$ cat src/rtl/arf096b192e1r1w0cbbeheaa4acw_rcb_pkg.sv
// Shared types and helpers for the multi-channel regional clock buffer
// power controller.
//   rcb_state_e : per-channel power FSM state
//   cnt_width() : idle/wake counter width, never narrower than 1 bit
package arf096b192e1r1w0cbbeheaa4acw_rcb_pkg;

    typedef enum logic [1:0] {
        OFF   = 2'd0,
        WAKE  = 2'd1,
        ON    = 2'd2,
        DRAIN = 2'd3
    } rcb_state_e;

    // Width needed to hold the larger of the idle and wake windows.
    function automatic int unsigned cnt_width(input int unsigned idle_cyc,
                                              input int unsigned wake_cyc);
        int unsigned mx;
        mx = (idle_cyc > wake_cyc) ? idle_cyc : wake_cyc;
        return (mx == 0) ? 1 : $clog2(mx + 1);
    endfunction

endpackage

$ cat src/rtl/arf096b192e1r1w0cbbeheaa4acw_rcb_chan_fsm.sv
// One regional clock channel: OFF/WAKE/ON/DRAIN power FSM with a shared
// wake/idle down-counter, plus an optional saturating gated-cycle counter
// (present only when ARF096B192E1R1W0CBBEHEAA4ACW_RCB_GATE_STATS_EN is defined).
//   clk, rst_n : grid clock, async active-low reset
//   rp_en      : channel power enable request
//   force_en   : override/scan ungate (does not affect the FSM)
//   en_st      : registered FSM enable
//   rdy        : registered clock-ready
//   en_c       : combinational effective enable to the clock cell
//   gate_cnt   : gated-cycle count (macro only)
module arf096b192e1r1w0cbbeheaa4acw_rcb_chan_fsm
    import arf096b192e1r1w0cbbeheaa4acw_rcb_pkg::*;
#(
    parameter int unsigned IDLE_CYC = 8,
    parameter int unsigned WAKE_CYC = 2,
    parameter int unsigned RST_ON   = 1,
    parameter int unsigned STAT_W   = 16
) (
    input  logic clk,
    input  logic rst_n,
    input  logic rp_en,
    input  logic force_en,
    output logic en_st,
    output logic rdy,
    output logic en_c
`ifdef ARF096B192E1R1W0CBBEHEAA4ACW_RCB_GATE_STATS_EN
    ,
    output logic [STAT_W-1:0] gate_cnt
`endif
);

    localparam int unsigned CNT_W     = cnt_width(IDLE_CYC, WAKE_CYC);
    localparam rcb_state_e  RST_STATE = (RST_ON != 0) ? ON : OFF;
    localparam logic        RST_VAL   = (RST_ON != 0) ? 1'b1 : 1'b0;

    rcb_state_e       state_q, state_d;
    logic [CNT_W-1:0] cnt_q, cnt_d;
    logic             en_st_q, en_st_d;
    logic             rdy_q, rdy_d;

    // Next-state, counter and registered-output logic.
    always_comb begin
        state_d = state_q;
        cnt_d   = cnt_q;
        case (state_q)
            OFF: begin
                if (rp_en) begin
                    if (WAKE_CYC == 0) begin
                        state_d = ON;
                    end else begin
                        state_d = WAKE;
                        cnt_d   = CNT_W'(WAKE_CYC - 1);
                    end
                end
            end
            // rp_en ignored here so a started wake always completes.
            WAKE: begin
                if (cnt_q == '0) state_d = ON;
                else             cnt_d   = cnt_q - CNT_W'(1);
            end
            ON: begin
                if (!rp_en) begin
                    if (IDLE_CYC == 0) begin
                        state_d = OFF;
                    end else begin
                        state_d = DRAIN;
                        cnt_d   = CNT_W'(IDLE_CYC - 1);
                    end
                end
            end
            DRAIN: begin
                if (rp_en) begin
                    state_d = ON;
                    cnt_d   = '0;
                end else if (cnt_q == '0) begin
                    state_d = OFF;
                end else begin
                    cnt_d = cnt_q - CNT_W'(1);
                end
            end
            default: begin
                state_d = RST_STATE;
                cnt_d   = '0;
            end
        endcase
        en_st_d = (state_d != OFF);
        rdy_d   = (state_d == ON) || (state_d == DRAIN);
    end

    always_ff @(posedge clk or negedge rst_n) begin
        if (!rst_n) begin
            state_q <= RST_STATE;
            cnt_q   <= '0;
            en_st_q <= RST_VAL;
            rdy_q   <= RST_VAL;
        end else begin
            state_q <= state_d;
            cnt_q   <= cnt_d;
            en_st_q <= en_st_d;
            rdy_q   <= rdy_d;
        end
    end

    assign en_st = en_st_q;
    assign rdy   = rdy_q;
    assign en_c  = en_st_q | force_en;

`ifdef ARF096B192E1R1W0CBBEHEAA4ACW_RCB_GATE_STATS_EN
    logic [STAT_W-1:0] gate_cnt_q, gate_cnt_d;

    // Saturating count of cycles with the regional clock gated off.
    always_comb begin
        gate_cnt_d = gate_cnt_q;
        if (!en_c && (gate_cnt_q != '1)) gate_cnt_d = gate_cnt_q + STAT_W'(1);
    end

    always_ff @(posedge clk or negedge rst_n) begin
        if (!rst_n) gate_cnt_q <= '0;
        else        gate_cnt_q <= gate_cnt_d;
    end

    assign gate_cnt = gate_cnt_q;
`else
    localparam int unsigned UNUSED_STAT_W = STAT_W;
`endif

endmodule

$ cat src/rtl/rcb_and.sv
// Behavioural stand-in for the regional clock buffer AND cell.
// A low-phase transparent latch holds the enable so the gated clock never
// glitches; fd/rd are local clock-pulse trim bits with no logical effect.
//   ck     : grid clock in
//   en     : clock enable
//   fd, rd : LCP trim bits
//   ckg    : gated clock out
module rcb_and (
    input  logic ck,
    input  logic en,
    input  logic fd,
    input  logic rd,
    output logic ckg
);

    logic en_l;
    logic unused_lcp;

    // Enable captured while the clock is low, held while it is high.
    always_latch begin
        if (!ck) en_l <= en;
    end

    assign unused_lcp = fd ^ rd;
    assign ckg        = ck & en_l;

endmodule

$ cat src/rtl/arf096b192e1r1w0cbbeheaa4acw_gclk_rcb_pwr_ctl_mc.sv
// Multi-channel regional clock buffer with per-channel idle-hysteresis
// power control. Optional gated-cycle statistics are enabled by defining
// ARF096B192E1R1W0CBBEHEAA4ACW_RCB_GATE_STATS_EN.
//   CkGridX1N      : grid clock (never gated)
//   RstbX1N        : async active-low reset
//   RPEn           : per-channel power enable
//   RPOvrd         : global override, forces all clocks on
//   FscanClkUngate : scan ungate, forces all clocks on
//   Fd, Rd         : per-channel LCP bits to the clock cell
//   CkRcbX1N       : gated regional clocks
//   RcbEnSt        : registered FSM enable (excludes overrides)
//   RcbRdy         : channel clock settled and running
//   GateCnt        : packed gated-cycle counters (macro only)
module arf096b192e1r1w0cbbeheaa4acw_gclk_rcb_pwr_ctl_mc
    import arf096b192e1r1w0cbbeheaa4acw_rcb_pkg::*;
#(
    parameter int unsigned NCH      = 4,
    parameter int unsigned IDLE_CYC = 8,
    parameter int unsigned WAKE_CYC = 2,
    parameter int unsigned RST_ON   = 1,
    parameter int unsigned STAT_W   = 16
) (
    input  logic           CkGridX1N,
    input  logic           RstbX1N,
    input  logic [NCH-1:0] RPEn,
    input  logic           RPOvrd,
    input  logic           FscanClkUngate,
    input  logic [NCH-1:0] Fd,
    input  logic [NCH-1:0] Rd,
    output logic [NCH-1:0] CkRcbX1N,
    output logic [NCH-1:0] RcbEnSt,
    output logic [NCH-1:0] RcbRdy
`ifdef ARF096B192E1R1W0CBBEHEAA4ACW_RCB_GATE_STATS_EN
    ,
    output logic [NCH*STAT_W-1:0] GateCnt
`endif
);

    logic           force_en_c;
    logic [NCH-1:0] en_c;

    assign force_en_c = RPOvrd | FscanClkUngate;

    // One FSM plus clock cell per regional channel.
    for (genvar g = 0; g < NCH; g++) begin : g_chan
        arf096b192e1r1w0cbbeheaa4acw_rcb_chan_fsm #(
            .IDLE_CYC (IDLE_CYC),
            .WAKE_CYC (WAKE_CYC),
            .RST_ON   (RST_ON),
            .STAT_W   (STAT_W)
        ) u_fsm (
            .clk      (CkGridX1N),
            .rst_n    (RstbX1N),
            .rp_en    (RPEn[g]),
            .force_en (force_en_c),
            .en_st    (RcbEnSt[g]),
            .rdy      (RcbRdy[g]),
            .en_c     (en_c[g])
`ifdef ARF096B192E1R1W0CBBEHEAA4ACW_RCB_GATE_STATS_EN
            ,
            .gate_cnt (GateCnt[g*STAT_W +: STAT_W])
`endif
        );

        rcb_and u_rcb_and (
            .ck  (CkGridX1N),
            .en  (en_c[g]),
            .fd  (Fd[g]),
            .rd  (Rd[g]),
            .ckg (CkRcbX1N[g])
        );
    end

endmodule

$ cat config.mk
export PLATFORM = sky130hd
export DESIGN_NAME = arf096b192e1r1w0cbbeheaa4acw_gclk_rcb_pwr_ctl_mc
export DESIGN_NICKNAME = d
export VERILOG_FILES = /design/src/rtl/arf096b192e1r1w0cbbeheaa4acw_rcb_pkg.sv /design/src/rtl/arf096b192e1r1w0cbbeheaa4acw_rcb_chan_fsm.sv /design/src/rtl/rcb_and.sv /design/src/rtl/arf096b192e1r1w0cbbeheaa4acw_gclk_rcb_pwr_ctl_mc.sv
export SDC_FILE = /design/constraint.sdc
export NUM_CORES = 1
export LEC_CHECK = 0
export BUFFER_PORTS_ARGS = -buffer_cell sky130_fd_sc_hd__buf_2
export CAP_MARGIN = 20
export CORE_MARGIN = 3
export CORE_UTILIZATION = 25
export DETAILED_ROUTE_END_ITERATION = 10
export PLACE_DENSITY_LB_ADDON = 0.25
export SYNTH_ARGS = -nofsm -noshare
export SYNTH_HDL_FRONTEND = slang
export SYNTH_HIERARCHICAL = 1
export SYNTH_SLANG_ARGS = --single-unit
$ cat constraint.sdc
create_clock -name CkGridX1N -period 2 [get_ports CkGridX1N]
set_clock_uncertainty 0.2 [all_clocks]
set_input_delay 0 -clock CkGridX1N [delete_from_list [all_inputs] [get_ports CkGridX1N]]
set_output_delay 0 -clock CkGridX1N [all_outputs]
set_load 0.1 [all_outputs]
==> flow_summary_export.csv <==
group,metric,value,unit
synthesis,synth_flop_cell,"dfrtp_1",
routing,drt_wl_total,4.15,mm
synthesis,ys_async_sr_fraction,0.879,
floorplanning,die_area,8670,um^2
sta,whs,-0.0922,ns
synthesis,synth_area,1900,um^2
routing,first_pass_iters,4,
job,cap_violations,0,
critical_path,worstSetupStartpointType,"latch",
cells_and_area,design_area,2380,um^2
placement,numPortBuffers,19,
routing,viasPerCell,4.77,
critical_path,cp_max_fo,1,
outcome,outcome,"complete, but fails checks",
critical_path,crit_type,"latch to primary output",
cts,cts.reportedPaths.clkPinSlew,0.07,ns
sta,layout_setup_ws,-0.320,ns
global_routing,overflow,0,
placement,dpl.hpwl,2.84,mm
placement,placed_area,2100,um^2
power_and_ir_drop,leakage,1.03,nW
critical_path,crit_start,"g_chan[0].u_rcb_and/en_l",
sta,slew_violations,0,
cts,cts_hold_buf,8,
synthesis,synth_area_leaders,"dfrtp_1, dfstp_2, o21ai_0, or2_2, nand2_1",
critical_path,crit_path_end_kind,"primary output",
floorplanning,die_w,93.1,um
power_and_ir_drop,p_sw_frac,0.496,
power_and_ir_drop,p_per_area,2240,nW/um^2
synthesis,synth_top_area_cell,"dfrtp_1",
sta,finalHoldViolations,4,
outcome,violations,"negative hold slack, negative setup slack",
cells_and_area,drive_gt1_frac,0.329,
cells_and_area,syn2layout_area_growth,25.4,%
global_routing,grt_pass1_vias,1495,
cts,insertion_delay,0.39,ns
critical_path,cp.required,1.80,ns
synthesis,postSynthCellCount,199,
global_routing,grt.total_usage,0.105,
sta,slew_headroom,0.677,
sta,rsz0062_at_grt,"true",
synthesis,synth_warnings,6,
floorplanning,start_util,0.260,
routing,num_vias,1573,
routing,drt_iter0_drc,75,
cells_and_area,num_antenna_cells,0,
routing,drc,0,
floorplanning,io_pins,28,
synthesis,synth_common_cells,"dfrtp_1, nand2_1, o21ai_0",
global_routing,grt_max_degree,29,
power_and_ir_drop,p_comb_frac,0.377,
power_and_ir_drop,switchingPower,2.64,mW
power_and_ir_drop,clockPowerShare,0.359,
synthesis,synth_edf_count,0,
floorplanning,core-area,7290,um^2
critical_path,arrival,2.12,ns
cells_and_area,fin_cells,330,
power_and_ir_drop,seq_power_share,0.264,
synthesis,syn-num-nets,219,
power_and_ir_drop,p_int,2.69,mW
cts,cts_tree,"done",
synthesis,ys_ff_latch,33,
synthesis,synth_most_common_cell,"dfrtp_1",
placement,gp_congestion,0.758,
routing,ant_nets,0,
synthesis,synth_top_area_frac,0.264,
power_and_ir_drop,vdd_drop_max,0.773,mV
floorplanning,die_y,93.1,um
global_routing,grt_antenna_before_repair,0,
critical_path,r2r-start,"g_chan[1].u_fsm/en_st",
sta,worst_slew_pin_slew,0.488,ns
sta,finalSetupViolations,8,
worst_hold_path,hp-class,"primary input to latch",
placement,dp_cells,310,
synthesis,synthDistinctLibCells,38,
cells_and_area,final_nets,250,
synthesis,postSynthAreaPerCell,9.53,um^2
routing,avgRoutedWirePerCell,12.6,um
floorplanning,rows,31,
global_routing,grt_pass1_wl,7.01,mm
worst_hold_path,hp-start,"FscanClkUngate",
-- metrics by stage --
| stage | TNS (ns) | util | total power [mW] | hold WS (ns) | setup slack, ns |
|---|---|---|---|---|---|
| CTS | -1.36 | 0.326 | 5.40 | -0.101 | -0.349 |
| finish | -1.26 | 0.326 | 5.33 | -0.0922 | -0.320 |
| detailed placement | -0.377 | 0.288 | 4.26 | -0.105 | -0.0979 |
| global route | -1.41 | 0.326 | 5.71 | -0.0633 | -0.363 |
| floorplan | 0 | - | 3.85 | -0.496 | 0 |
| global placement | -0.368 | 0.288 | 4.24 | -0.106 | -0.0929 |
-- per-layer routing --
layer  vias up  share of wire  GRT usage
li1        768              -          -
met1       756           0.48      0.129
met4         0          0.028     0.0672
met5         -              0          0
met3        11          0.051     0.0467
met2        38           0.44      0.147
-- final cells by class --
| cell class | count | area, um^2 |
|---|---|---|
| Sequential cell | 33 | 797 |
| Timing Repair Buffer | 24 | 165 |
| Tap cell | 99 | 124 |
| Inverter | 12 | 45.0 |
| Clock inverter | 2 | 10.0 |
| Clock buffer | 14 | 208 |
| Fill cell | 785 | 4910 |
| Multi-Input combinational cell | 146 | 1030 |
-- what timing repair did --
action | CTS | global route
pin swaps | 0 | 0
buffers inserted | 0 | 0
gates resized for setup | 16 | 1
endpoints found under the hold margin | 62 | 4
setup endpoints to repair | 8 | 10
-- final timing paths --
kind | to | slack [ns] | cells after the start
max in group asynchronous | g_chan[3].u_fsm/cnt_q[2] | 0.31 | 4
max | CkRcbX1N[0] | -0.32 | 2
min in group asynchronous | g_chan[1].u_fsm/cnt_q[3] | 0.43 | 3
min | g_chan[3].u_rcb_and/en_l | -0.09 | 3
min reg2reg | g_chan[3].u_fsm/rdy | 0.37 | 2
max reg2reg | g_chan[1].u_rcb_and/en_l | 0.18 | 1
-- cells in the final DEF (no fill, tap or decap), types with 5 or more instances in the layout --
cell type,synthesis,routed
xnor2_1,5,5
or2_2,11,11
dfstp_2,9,9
dfrtp_1,20,20
buf_2,4,14
dlygate4sd3_1,0,8
a21oi_1,10,10
inv_1,11,11
nor2_1,13,13
clkbuf_8,0,9
a21o_1,7,7
o21ai_0,15,15
nand2_1,17,17
nor2b_1,8,8
-- worst max-delay path, stage by stage, from the launching register on --
cell and delay [ns]:
dlxtn_1 0.39, and2_4 0.15, buf_12 0.17
-- flip-flops by register name (all words and copies together) (netlist names) --
signal,cells
g_chan.u_fsm/state_q,8
g_chan.u_fsm/en_st,4
g_chan.u_fsm/cnt_q,16
g_chan.u_fsm/rdy,1
g_chan.u_rcb_and/en_l,4
-- power by group through the flow --
stage,sequential (mW),clock [mW],combinational [mW]
2_1_floorplan,1.70,0.775,1.38
3_3_place_gp,1.42,0.828,2.00
3_5_place_dp,1.41,0.828,2.01
4_1_cts,1.40,1.97,2.03
5_1_grt,1.47,2.02,2.22
6_report,1.41,1.91,2.01
-- logic make-up after synthesis --
| family | after synthesis | synth area share |
|---|---|---|
| AOI/OAI and AO/OA | 55 | 0.215 |
| xor gates and xnor gates | 5 | 0.0231 |
| adders and majority gates | 4 | 0.0264 |
| buffers and inverters | 20 | 0.0422 |
| DFF | 29 | 0.389 |
| latches | 4 | 0.0317 |
| muxes | 4 | 0.0231 |
| and+or+nand+nor | 78 | 0.250 |
(Power assumes the default switching activity.)
